===== src/rtl/pipe_pkg.sv =====
// Shared pipeline definitions: forwarding select codes, special register numbers,
// the destination-tag record carried alongside ID_EX, EX_MEM and MEM_WB, and the stall FSM encoding.
package pipe_pkg;

    localparam logic [1:0] FWD_RF  = 2'b00;
    localparam logic [1:0] FWD_EX  = 2'b01;
    localparam logic [1:0] FWD_MEM = 2'b10;
    localparam logic [1:0] FWD_WB  = 2'b11;

    localparam logic [3:0] REG_LR = 4'd14;
    localparam logic [3:0] REG_PC = 4'd15;

    typedef struct packed {
        logic       valid;
        logic [3:0] dest;
        logic       is_load;
    } tag_t;

    localparam int   TAG_W      = $bits(tag_t);
    localparam tag_t TAG_BUBBLE = '{valid: 1'b0, dest: 4'd0, is_load: 1'b0};

    typedef enum logic {
        ST_IDLE  = 1'b0,
        ST_STALL = 1'b1
    } stall_state_t;

    localparam int STALL_CNT_W = 2;

    // load_ok=0 refuses a producer whose value is still in flight from memory.
    function automatic logic fwd_hit(tag_t t, logic use_src, logic [3:0] src, logic load_ok);
        return use_src && t.valid && (t.dest == src) && (src != REG_PC) &&
               (load_ok || !t.is_load);
    endfunction

endpackage


===== src/rtl/fwd_select.sv =====
// Operand forwarding select for one source register: picks the youngest in-flight
// producer (EX > MEM > WB), otherwise the register file.
module fwd_select
    import pipe_pkg::*;
(
    input  logic [3:0]       src_i,
    input  logic             use_i,
    input  logic [TAG_W-1:0] ex_tag_i,
    input  logic [TAG_W-1:0] mem_tag_i,
    input  logic [TAG_W-1:0] wb_tag_i,
    output logic [1:0]       sel_o
);

    tag_t ex_t;
    tag_t mem_t;
    tag_t wb_t;

    assign ex_t  = tag_t'(ex_tag_i);
    assign mem_t = tag_t'(mem_tag_i);
    assign wb_t  = tag_t'(wb_tag_i);

    // A load sitting in EX has no data yet, so it falls through to the older stages.
    always_comb begin
        sel_o = FWD_RF;
        if (fwd_hit(ex_t, use_i, src_i, 1'b0)) begin
            sel_o = FWD_EX;
        end else if (fwd_hit(mem_t, use_i, src_i, 1'b1)) begin
            sel_o = FWD_MEM;
        end else if (fwd_hit(wb_t, use_i, src_i, 1'b1)) begin
            sel_o = FWD_WB;
        end
    end

endmodule


===== src/rtl/hazard_forward_ctrl.sv =====
// Hazard and forwarding controller for the 5-stage pipeline: destination-tag shadow pipe,
// load-use stall FSM with down-counter, branch flush, forwarding selects and a stall counter.
//
//   state    | meaning
//   ST_IDLE  | no stall pending; a load-use hazard stalls combinationally this cycle
//   ST_STALL | extra bubbles still owed; cnt_q counts the remaining stall cycles
module hazard_forward_ctrl
    import pipe_pkg::*;
#(
    parameter int LOAD_USE_STALLS = 1,
    parameter int PERF_W          = 16
) (
    input  logic              Clk,
    input  logic              Reset,
    input  logic [3:0]        ID_Rn,
    input  logic [3:0]        ID_Rm,
    input  logic [3:0]        ID_Rd,
    input  logic              ID_use_Rn,
    input  logic              ID_use_Rm,
    input  logic              ID_use_Rd,
    input  logic              ID_RF_enable,
    input  logic              ID_load_instr,
    input  logic              ID_BL_instr,
    input  logic              EX_branch_taken,
    output logic              PC_enable,
    output logic              IF_ID_enable,
    output logic              IF_ID_flush,
    output logic              NOP_select,
    output logic [1:0]        fwd_A,
    output logic [1:0]        fwd_B,
    output logic [1:0]        fwd_C,
    output logic [PERF_W-1:0] stall_cycles
);

    localparam logic [STALL_CNT_W-1:0] STALL_INIT = STALL_CNT_W'(LOAD_USE_STALLS - 1);
    localparam logic [STALL_CNT_W-1:0] CNT_ONE    = STALL_CNT_W'(1);
    localparam logic [PERF_W-1:0]      PERF_ONE   = PERF_W'(1);

    tag_t id_tag;
    tag_t ex_tag_q, ex_tag_d;
    tag_t mem_tag_q;
    tag_t wb_tag_q;

    stall_state_t           state_q;
    logic [STALL_CNT_W-1:0] cnt_q;
    logic [PERF_W-1:0]      perf_q, perf_d;

    logic hazard;
    logic branch;
    logic stall;
    logic use_rn, use_rm, use_rd;

    // While reset is asserted nothing is considered used, so all selects stay at RF.
    assign use_rn = ID_use_Rn & Reset;
    assign use_rm = ID_use_Rm & Reset;
    assign use_rd = ID_use_Rd & Reset;

    always_comb begin
        id_tag         = TAG_BUBBLE;
        id_tag.valid   = ID_RF_enable | ID_BL_instr;
        id_tag.dest    = ID_BL_instr ? REG_LR : ID_Rd;
        id_tag.is_load = ID_load_instr;
    end

    always_comb begin
        hazard = ex_tag_q.is_load &&
                 (fwd_hit(ex_tag_q, use_rn, ID_Rn, 1'b1) ||
                  fwd_hit(ex_tag_q, use_rm, ID_Rm, 1'b1) ||
                  fwd_hit(ex_tag_q, use_rd, ID_Rd, 1'b1));
        branch = Reset && EX_branch_taken;
        stall  = Reset && ((state_q == ST_STALL) || hazard);

        // A taken branch squashes the held instruction, so it beats any stall.
        PC_enable    = !(stall && !branch);
        IF_ID_enable = !(stall && !branch);
        IF_ID_flush  = branch;
        NOP_select   = stall || branch;

        ex_tag_d = NOP_select ? TAG_BUBBLE : id_tag;

        perf_d = perf_q;
        if (stall && !branch && (perf_q != {PERF_W{1'b1}})) begin
            perf_d = perf_q + PERF_ONE;
        end
    end

    always_ff @(posedge Clk) begin
        if (!Reset) begin
            state_q <= ST_IDLE;
            cnt_q   <= '0;
        end else if (branch) begin
            state_q <= ST_IDLE;
            cnt_q   <= '0;
        end else begin
            case (state_q)
                ST_IDLE: begin
                    if (hazard) begin
                        cnt_q <= STALL_INIT;
                        if (STALL_INIT != '0) begin
                            state_q <= ST_STALL;
                        end
                    end
                end
                ST_STALL: begin
                    cnt_q <= cnt_q - CNT_ONE;
                    if (cnt_q <= CNT_ONE) begin
                        state_q <= ST_IDLE;
                    end
                end
            endcase
        end
    end

    always_ff @(posedge Clk) begin
        if (!Reset) begin
            ex_tag_q  <= TAG_BUBBLE;
            mem_tag_q <= TAG_BUBBLE;
            wb_tag_q  <= TAG_BUBBLE;
            perf_q    <= '0;
        end else begin
            ex_tag_q  <= ex_tag_d;
            mem_tag_q <= ex_tag_q;
            wb_tag_q  <= mem_tag_q;
            perf_q    <= perf_d;
        end
    end

    assign stall_cycles = perf_q;

    fwd_select u_fwd_a (
        .src_i     (ID_Rn),
        .use_i     (use_rn),
        .ex_tag_i  (ex_tag_q),
        .mem_tag_i (mem_tag_q),
        .wb_tag_i  (wb_tag_q),
        .sel_o     (fwd_A)
    );

    fwd_select u_fwd_b (
        .src_i     (ID_Rm),
        .use_i     (use_rm),
        .ex_tag_i  (ex_tag_q),
        .mem_tag_i (mem_tag_q),
        .wb_tag_i  (wb_tag_q),
        .sel_o     (fwd_B)
    );

    fwd_select u_fwd_c (
        .src_i     (ID_Rd),
        .use_i     (use_rd),
        .ex_tag_i  (ex_tag_q),
        .mem_tag_i (mem_tag_q),
        .wb_tag_i  (wb_tag_q),
        .sel_o     (fwd_C)
    );

endmodule


===== config.mk =====
export PLATFORM = sky130hd
export DESIGN_NAME = hazard_forward_ctrl
export DESIGN_NICKNAME = d
export VERILOG_FILES = /design/src/rtl/pipe_pkg.sv /design/src/rtl/fwd_select.sv /design/src/rtl/hazard_forward_ctrl.sv
export SDC_FILE = /design/constraint.sdc
export NUM_CORES = 1
export LEC_CHECK = 0
export ABC_AREA = 1
export BUFFER_PORTS_ARGS = -buffer_cell sky130_fd_sc_hd__buf_2
export CORE_AREA = 2 2 75 77
export DETAILED_ROUTE_END_ITERATION = 7
export DIE_AREA = 0 0 77 79
export PLACE_DENSITY = 0.76
export SYNTH_ARGS = -nofsm -noshare
export SYNTH_HDL_FRONTEND = slang
export SYNTH_SLANG_ARGS = --single-unit

===== constraint.sdc =====
create_clock -name Clk -period 2.1 [get_ports Clk]
set_input_delay 0.42 -clock Clk [delete_from_list [all_inputs] [get_ports Clk]]
set_output_delay 0.42 -clock Clk [all_outputs]
set_load 0.01 [all_outputs]

# Word-level counts from Yosys, hierarchy flattened
# Index checks and enable logic that the tools add are counted.
[op_classes]
order_cmp = 1
muxes = 13
reduce_logical = 46
bitwise = 6
eq_ne = 14
addsub = 2
[op_table]
columns = ["operator", "n"]
rows = [
  ["$eq 4x4->1", 9],
  ["$logic_and 1x1->1", 35],
  ["$mux 2", 10],
  ["$add 16x1->16 const B", 1],
  ["$ne 16x16->1 const B", 1],
  ["$ne 4x4->1 const B", 3],
  ["$reduce_or 3->1", 2],
  ["$logic_or 1x1->1", 4],
  ["$mux 4", 1],
  ["$pmux 2 s2", 1],
  ["$reduce_or 2->1", 2],
  ["$and 1x1->1", 3],
  ["$logic_not 1->1", 3],
  ["$le 2x1->1 const B", 1],
  ["$ne 2x2->1 const B", 1],
  ["$not 1->1", 2],
  ["$sub 2x1->2 const B", 1],
  ["$mux 1", 1],
  ["$or 1x1->1", 1],
]
[word_totals]
ff_bits = 35
out_inout_bits = 26
elab_cells = 93
input_bits = 21

# Logic depth before layout (Yosys ltp)
# Gate-level depths: netlist of run 1.
[logic_depth]
ltp_word = 11
ltp_mapped = 13
mapped_depth_nobuf = 12

# Modules after synthesis
# Synthesis of run 1 repeated with hierarchy kept, for this count alone.
[unflattened]
cells_unflattened = 511
hier_area_um2 = 2791.4
[modules_own_cells]
columns = ["module", "cells_per_inst", "seq_area_each_um2", "n_inst", "area_per_inst_um2"]
rows = [
  ["hazard_forward_ctrl", 289, 740.7, 1, 1909.3],
  ["fwd_select", 74, 0.0, 3, 294.0],
]

# Least setup slack after synthesis of run 1
# Ideal clock, no wire load.
[synth_timing]
path_type = "input to output"
from = "input Reset"
to = "output PC_enable"
t_arrival_ns = 1.501
path_stages = 10
t_required_ns = 1.680
slack_ns = 0.179
path_buffers = 3
cell_sequence = "buf_4 nand3_1 nor2_1 nand3_1 nand3_1 nand2_1 nand2_2 buf_2 nand2_1 buf_4"
[synth_between]
elab_chain_len = 11
elab_cells_between_ends = 21
classes_between = "bitwise: 3; reduce/logical: 18"
[synth_lines]
columns = ["element", "line_no", "source"]
rows = [
  ["from (decl)", "hazard_forward_ctrl.sv:14", "input logic Reset,"],
  ["$and 1x1->1, on equally long branches", "hazard_forward_ctrl.sv:54, hazard_forward_ctrl.sv:55", ""],
  ["$logic_and 1x1->1 (3 in a row)", "pipe_pkg.sv:31", "return use_src && t.valid && (t.dest == src) && (src != REG_PC) &&"],
  ["$logic_or 1x1->1", "hazard_forward_ctrl.sv:67", "(fwd_hit(ex_tag_q, use_rn, ID_Rn, 1'b1) ||"],
  ["$logic_or 1x1->1", "hazard_forward_ctrl.sv:68", "fwd_hit(ex_tag_q, use_rm, ID_Rm, 1'b1) ||"],
  ["$logic_and 1x1->1", "hazard_forward_ctrl.sv:66", "hazard = ex_tag_q.is_load &&"],
  ["$logic_or 1x1->1", "hazard_forward_ctrl.sv:71", "stall = Reset && ((state_q == ST_STALL) || hazard);"],
  ["$logic_and 1x1->1", "hazard_forward_ctrl.sv:71", ""],
  ["$logic_and 1x1->1 (*)", "-", ""],
  ["$logic_not 1->1 (*)", "-", ""],
  ["to (decl)", "hazard_forward_ctrl.sv:25", "output logic PC_enable,"],
]
# Every way passes the cells marked *; elsewhere a longest branch is shown, timed or not.

# Worst setup path after layout of run 1
[layout_timing]
from = "register ex_tag_q[1] (netlist bit)"
to = "output NOP_select"
[layout_between]
elab_chain_len = 9
elab_cells_between_ends = 15
classes_between = "eq/ne: 3; reduce/logical: 12"
[layout_lines]
columns = ["element", "line_no", "source"]
rows = [
  ["from (decl)", "hazard_forward_ctrl.sv:40", "tag_t ex_tag_q, ex_tag_d;"],
  ["from (signal assigned)", "hazard_forward_ctrl.sv:121", "ex_tag_q <= ex_tag_d;"],
  ["$eq 4x4->1", "pipe_pkg.sv:31", ""],
  ["$logic_and 1x1->1 (2 in a row)", "pipe_pkg.sv:31", ""],
  ["$logic_or 1x1->1", "hazard_forward_ctrl.sv:67", ""],
  ["$logic_or 1x1->1 (*)", "hazard_forward_ctrl.sv:68", ""],
  ["$logic_and 1x1->1 (*)", "hazard_forward_ctrl.sv:66", ""],
  ["$logic_or 1x1->1 (*)", "hazard_forward_ctrl.sv:71", ""],
  ["$logic_and 1x1->1 (*)", "hazard_forward_ctrl.sv:71", ""],
  ["$logic_or 1x1->1 (*)", "hazard_forward_ctrl.sv:77", "NOP_select = stall || branch;"],
  ["to (decl)", "hazard_forward_ctrl.sv:28", "output logic NOP_select,"],
]
# Marked as above.

==> results of run 1 <==
[final cells by class]
type                    count  area share (%)
multi-input cells         258            49.3
flip-flops and latches     35            24.7
repair buffers             59            11.6
inverters                  57            7.44
well taps                  72            3.10
clock buffers               5            2.37
clock inverters             3            1.51
[logic make-up after synthesis]
family | synth area share [%]
AND/OR/NAND/NOR | 39.0
buffers and inverters | 11.5
AO/OA/AOI/OAI | 9.88
flip-flops | 30.2
XOR/XNOR | 8.31
adder cells (fa/ha/maj) | 1.08
[per-layer routing]
metal / wire length [um] / part of all wire, %
met5: 0 / 0
met4: 69 / 1.1
met3: 348 / 5.8
met2: 2860 / 48
met1: 2720 / 45
[worst register-to-register path, delay by kind of cell (launching register included)]
kind / cells / cell delay, ps
flip-flops: 1 / 340
AND/OR/NAND/NOR: 9 / 990
buffers and inverters: 3 / 390
AO/OA/AOI/OAI: 1 / 60
[worst min-delay path by stage]
stage             endpoint  cells past startpoint
2_1_floorplan  wb_tag_q[5]                      2
3_3_place_gp   wb_tag_q[5]                      2
3_5_place_dp   wb_tag_q[5]                      2
4_1_cts        ex_tag_q[5]                      3
5_1_grt        ex_tag_q[1]                      2
6_report       ex_tag_q[1]                      2
[where the power goes]
part	total, mW	internal, mW	switching, mW
sequential	0.686	0.673	0.0136
combinational	0.188	0.0735	0.114
clock	0.608	0.353	0.255
total	1.48	1.10	0.383
[what timing repair did]
action,CTS,global route
setup endpoints to repair,4,7
pin swaps,0,21
resized for setup,5,40
buffers inserted,0,5
hold buffers,0,0
[Yosys cell counts, drive strengths merged]
cell	instances	area share, %
dfxtp	35	30
a21oi	20	5.0
nor2	35	6.1
inv	57	9.2
o221ai	1	0.38
xor2	11	4.2
o2111ai	1	0.38
xnor2	11	4.2
nand4	25	7.7
and3	2	0.54
o22ai	7	1.9
clkbuf	4	0.65
nand2	108	18
o21ai	4	0.86
a211oi	3	0.97
nand3	16	3.7
nor3	9	2.2
nor3b	2	1.1
buf	5	1.7
o211a	1	0.43
ha	2	1.1
[sequential cells by signal (all words and copies together) (netlist names)]
signal,cells
stall_cycles,16
mem_tag_q,5
state_q,1
wb_tag_q,5
ex_tag_q,6
cnt_q,2
[metrics by stage]
step | total power [mW] | cells | cell area, um^2
3_5_place_dp | 0.863 | 476 | 2650
4_1_cts | 1.47 | 484 | 2770
6_report | 1.48 | 489 | 2910
2_1_floorplan | 0.796 | 359 | 2320
5_1_grt | 1.55 | 489 | 2910
3_3_place_gp | 0.863 | 476 | 2650
==> impl_metrics.tcl, run 1 <==
set metrics [dict create \
    status "finished, final reports clean" \
    period_minus_slack_ps 2060 \
    r2r-start "ex_tag_q[1]" \
    start_util_pct 43.4 \
    layout_common_cells "nand2_1 (99), inv_1 (47), buf_2 (45), dfxtp_1 (27), nand4_1 (23)" \
    ant_nets 0 \
    h-tree-depth 2 \
    chipWidth_um 77 \
    drv_slew 0 \
    synth.cell_area_um2 2320 \
    final_common_cell "nand2_1" \
    grt_start_max_net_pins 17 \
    vias 2466 \
    ys_seq_elements 35 \
    wire_per_inst_um 12.3 \
    period_share_pct 97.9 \
    seq_area_frac_synth_pct 30.2 \
    drv_cap 0 \
    placement.io_buffers 46 \
    antenna_cells 0 \
    timing.slew.headroom_pct 72.9 \
    clock_latency_ps 290 \
    min-delay-start "ID_BL_instr" \
    syn_nets 382 \
    cts_root_buf "clkbuf_8" \
    grt_pass1_vias 2218 \
    area_delta_synth_final_pct 25.4 \
    nNetsFinal 439 \
    yosysUniqueCellTypes 33 \
    hpwl_mm 4.59 \
    crit_arrival_ps 1640 \
    ir_worst_vdd_mv 0.266 \
    fin_tns_setup_ps 0 \
    fillers 539 \
    cts_buffers 5 \
    via_per_inst 5.04 \
    grt.total_usage_pct 19.9 \
    critPathLaunch "ex_tag_q[1]" \
    clkTransAtPathRegs_ps 70 \
    io_pins 47 \
    cp_max_fo 4 \
    regArea_um2 718 \
    drive_gt1_share_pct 29.7 \
    post-route-drc-count 0 \
    multi_input_area_um2 1430 \
    place_ws_ps 15.9 \
    rr_worst_depth 13 \
    grt_pass1_wl_mm 9.90 \
    ys.warnings.count 0 \
    leakagePower_nw 1.44 \
    rows 27 \
    tightest_slew_ps 403 \
    synthCells 359 \
    critPathKind "reg2out" \
    antenna_found_initial 0 \
    avgSynthCellArea_um2 6.46 \
    critPathMaxStageDelay_ps 340 \
    rsz0062_at_grt "yes" \
    cp_num_buf_inv 2 \
    final.setup.worst_slack_ps 44.1 \
    crit_required_ps 1680 \
    cp.depth 11 \
    gp_congestion 0.925 \
    use_met2_pct 33.9 \
    setup_viol 0 \
    top_usage_layer "met2" \
    core_um2 5340 \
    cts_tree "yes" \
    max_freq_mhz 486 \
    p_per_area_nw_per_um2 510 \
    finalHoldViolations 0 \
    globalRouteMet1Util_pct 24.6 \
    reg2reg_to "stall_cycles[5]" \
    post-route-util_pct 54.5 \
    cts.sinks 35 \
    hold_path_class "in2reg" \
    grt_util_met3_pct 4.09 \
    hold_slack_ps 338 \
    crit_chain "buf_6 -> nand2_2 -> nand2_1 -> nor2_2 -> nand3_1 -> nand3_2 -> nand2_1 -> nand2_2 -> nor2_2 -> nor2_1 -> buf_2" \
    cp_top_family "simple AND/OR/NAND/NOR gates" \
    slowest_stage "dfxtp_2" \
    grt_overflow 0 \
    cp-end-kind "output port" \
    firstDrtPassIters 4 \
    startpoint_type "flop" \
    clock_path_buffers 2 \
    endpoint "NOP_select" \
    fp.dieH_um 79 \
    r2r_setup_slack_ps 200 \
    dieArea_um2 6080 \
    fin_skew_ps 10.1 \
    routed_wl_mm 6.01 \
    initialDrtViolationCount 123 \
]
(Power assumes the default switching activity.)
==> run 2, diff against run 1 <==
--- a/config.mk
+++ b/config.mk
@@ -7,10 +7,10 @@
 export LEC_CHECK = 0
 export ABC_AREA = 1
 export BUFFER_PORTS_ARGS = -buffer_cell sky130_fd_sc_hd__buf_2
-export CORE_AREA = 2 2 75 77
+export CORE_AREA = 2 2 91 93
 export DETAILED_ROUTE_END_ITERATION = 7
-export DIE_AREA = 0 0 77 79
-export PLACE_DENSITY = 0.76
+export DIE_AREA = 0 0 93 95
+export PLACE_DENSITY = 0.58
 export SYNTH_ARGS = -nofsm -noshare
 export SYNTH_HDL_FRONTEND = slang
 export SYNTH_SLANG_ARGS = --single-unit
==> impl_metrics.tcl, run 2 (synthesis results as in run 1) <==
set metrics [dict create \
    status "finished, final reports clean" \
    hold_slack_ps 324 \
    clock_path_buffers 2 \
    cp_max_fo 5 \
    gp_congestion 0.920 \
    setup_viol 0 \
    h-tree-depth 2 \
    crit_arrival_ps 1650 \
    critPathKind "reg2out" \
    drv_slew 0 \
    r2r_setup_slack_ps 160 \
    worstHoldEndpoint "ex_tag_q[1]" \
    cp_num_buf_inv 2 \
    final_common_cell "nand2_1" \
    timing.slew.headroom_pct 69.2 \
    largest_reg_flops 16 \
    fp.dieH_um 95 \
    placement.io_buffers 46 \
    io_pins 47 \
    firstDrtPassIters 7 \
    area_delta_synth_final_pct 25.2 \
    cp-end-kind "output port" \
    crit_required_ps 1680 \
    grt_start_max_net_pins 17 \
    tightest_slew_ps 459 \
    routed_wl_mm 6.52 \
    intPower_mw 1.12 \
    post-route-util_pct 36.6 \
    ir_worst_vdd_mv 0.293 \
    nNetsFinal 439 \
    dieArea_um2 8840 \
    grt_pass1_wl_mm 10.5 \
    min-delay-start "ID_BL_instr" \
    chipWidth_um 93 \
    initialDrtViolationCount 99 \
    rsz0062_at_grt "yes" \
    antenna_found_initial 0 \
    startpoint_type "flop" \
    p_seq_share_pct 46.3 \
    grt_overflow 0 \
    cts_hold_buffers 0 \
    reg2reg_to "stall_cycles[4]" \
    pwr-share-clk_pct 41.9 \
    cts_buffers 5 \
    cts_root_buf "clkbuf_8" \
    cpMostUsedCell "nand2_1" \
    slowest_stage "dfxtp_4" \
    post-route-drc-count 0 \
    r2r-start "ex_tag_q[1]" \
    hpwl_mm 5.11 \
    rows 33 \
    via_per_inst 4.75 \
    cp_top_family "simple AND/OR/NAND/NOR gates" \
    period_share_pct 98.8 \
    grt_pass1_vias 2278 \
    p_per_area_nw_per_um2 510 \
    clkTransAtPathRegs_ps 70 \
    fin_skew_ps 5.37 \
    start_util_pct 29.2 \
    antenna_cells 0 \
    ant_nets 0 \
    max_freq_mhz 482 \
    drv_cap 0 \
    p_total_mw 1.48 \
    comb_power_share_pct 11.8 \
    drive_gt1_share_pct 24.9 \
    hold_path_class "in2reg" \
    finalHoldViolations 0 \
    crit_chain "inv_1 -> nand2_1 -> nand2_1 -> nor2_1 -> nand3_1 -> nand3_1 -> nand2_1 -> nand2_2 -> nor2_2 -> nor2_1 -> buf_2" \
    core_um2 7930 \
    vias 2478 \
    swShare_pct 24.3 \
    p_switching_uw 360 \
    grt.total_usage_pct 15.1 \
    cts_tree "yes" \
    layout_common_cells "nand2_1 (105), inv_1 (49), buf_2 (44), dfxtp_1 (30), nor2_1 (26)" \
    period_minus_slack_ps 2070 \
    clock_latency_ps 280 \
    rr_worst_depth 13 \
    critPathMaxStageDelay_ps 370 \
    holdPathStages 2 \
    leakagePower_nw 1.44 \
    cts.sinks 35 \
    wire_per_inst_um 12.5 \
]
## run 2: changes by cell type in the layout (fill, tap and decap cells not counted), sizes merged
cell / change
clkinv: -1
clkbuf: +2
buf: -1
## run 2: repair_timing
item / CTS / global route
setup buffers: 0 / 2
gates resized for setup: 6 / 17
pin swaps: 0 / 7
setup endpoints to repair: 3 / 7
## run 2: metal layers
metal | track usage [%] | wire [um]
met1 | 18.4 | 2920
met2 | 26.0 | 3040
met3 | 2.87 | 384
met4 | 6.37 | 170
met5 | 0 | 0
## run 2: cell type report
class                   instances  area (um^2)
flip-flops and latches         35          717
clock inverters                 2         35.0
well taps                     105          131
multi-input cells             258         1390
fillers                       889         5020
clock buffers                   6         82.6
inverters                      57          214
repair buffers                 59          337
## run 2: through the flow
| step | cell area [um^2] | TNS (ps) | worst slack [ps] | instances |
|---|---|---|---|---|
| after floorplan | 2320 | 0 | 179 | 359 |
| after global placement | 2710 | 0 | 10.4 | 512 |
| after detailed placement | 2710 | 0 | 28.1 | 512 |
| after CTS | 2840 | 0 | 13.6 | 520 |
| after global routing | 2900 | -90.6 | -57.3 | 522 |
| final | 2900 | 0 | 26.0 | 522 |
## run 2: power groups by stage
stage / sequential [mW] / combinational [mW] / clock, mW
3_5_place_dp: 0.703 / 0.168 / 0
4_1_cts: 0.688 / 0.170 / 0.644
2_1_floorplan: 0.698 / 0.0976 / 0
5_1_grt: 0.688 / 0.194 / 0.682
6_report: 0.686 / 0.174 / 0.621
3_3_place_gp: 0.703 / 0.167 / 0
## run 2: worst max-delay path by stage
stage | startpoint | end | cells after the start
after global routing | ex_tag_q[1] | NOP_select | 11
final | ex_tag_q[1] | NOP_select | 11
after CTS | ex_tag_q[1] | NOP_select | 11
after detailed placement | ID_Rm[2] | NOP_select | 11
after global placement | ID_Rm[2] | NOP_select | 11
after floorplan | Reset | PC_enable | 10
## run 2: worst register-to-register path, cell delays in order (launching register included)
cell and delay (ps):
dfxtp_4 370, inv_1 70, nand2_1 60, nand2_1 50, nor2_1 140, nand3_1 110
nand3_1 100, nand2_1 60, nand2_2 120, buf_4 120, buf_4 130, nand3_2 250
nand2_1 160, a21oi_2 60
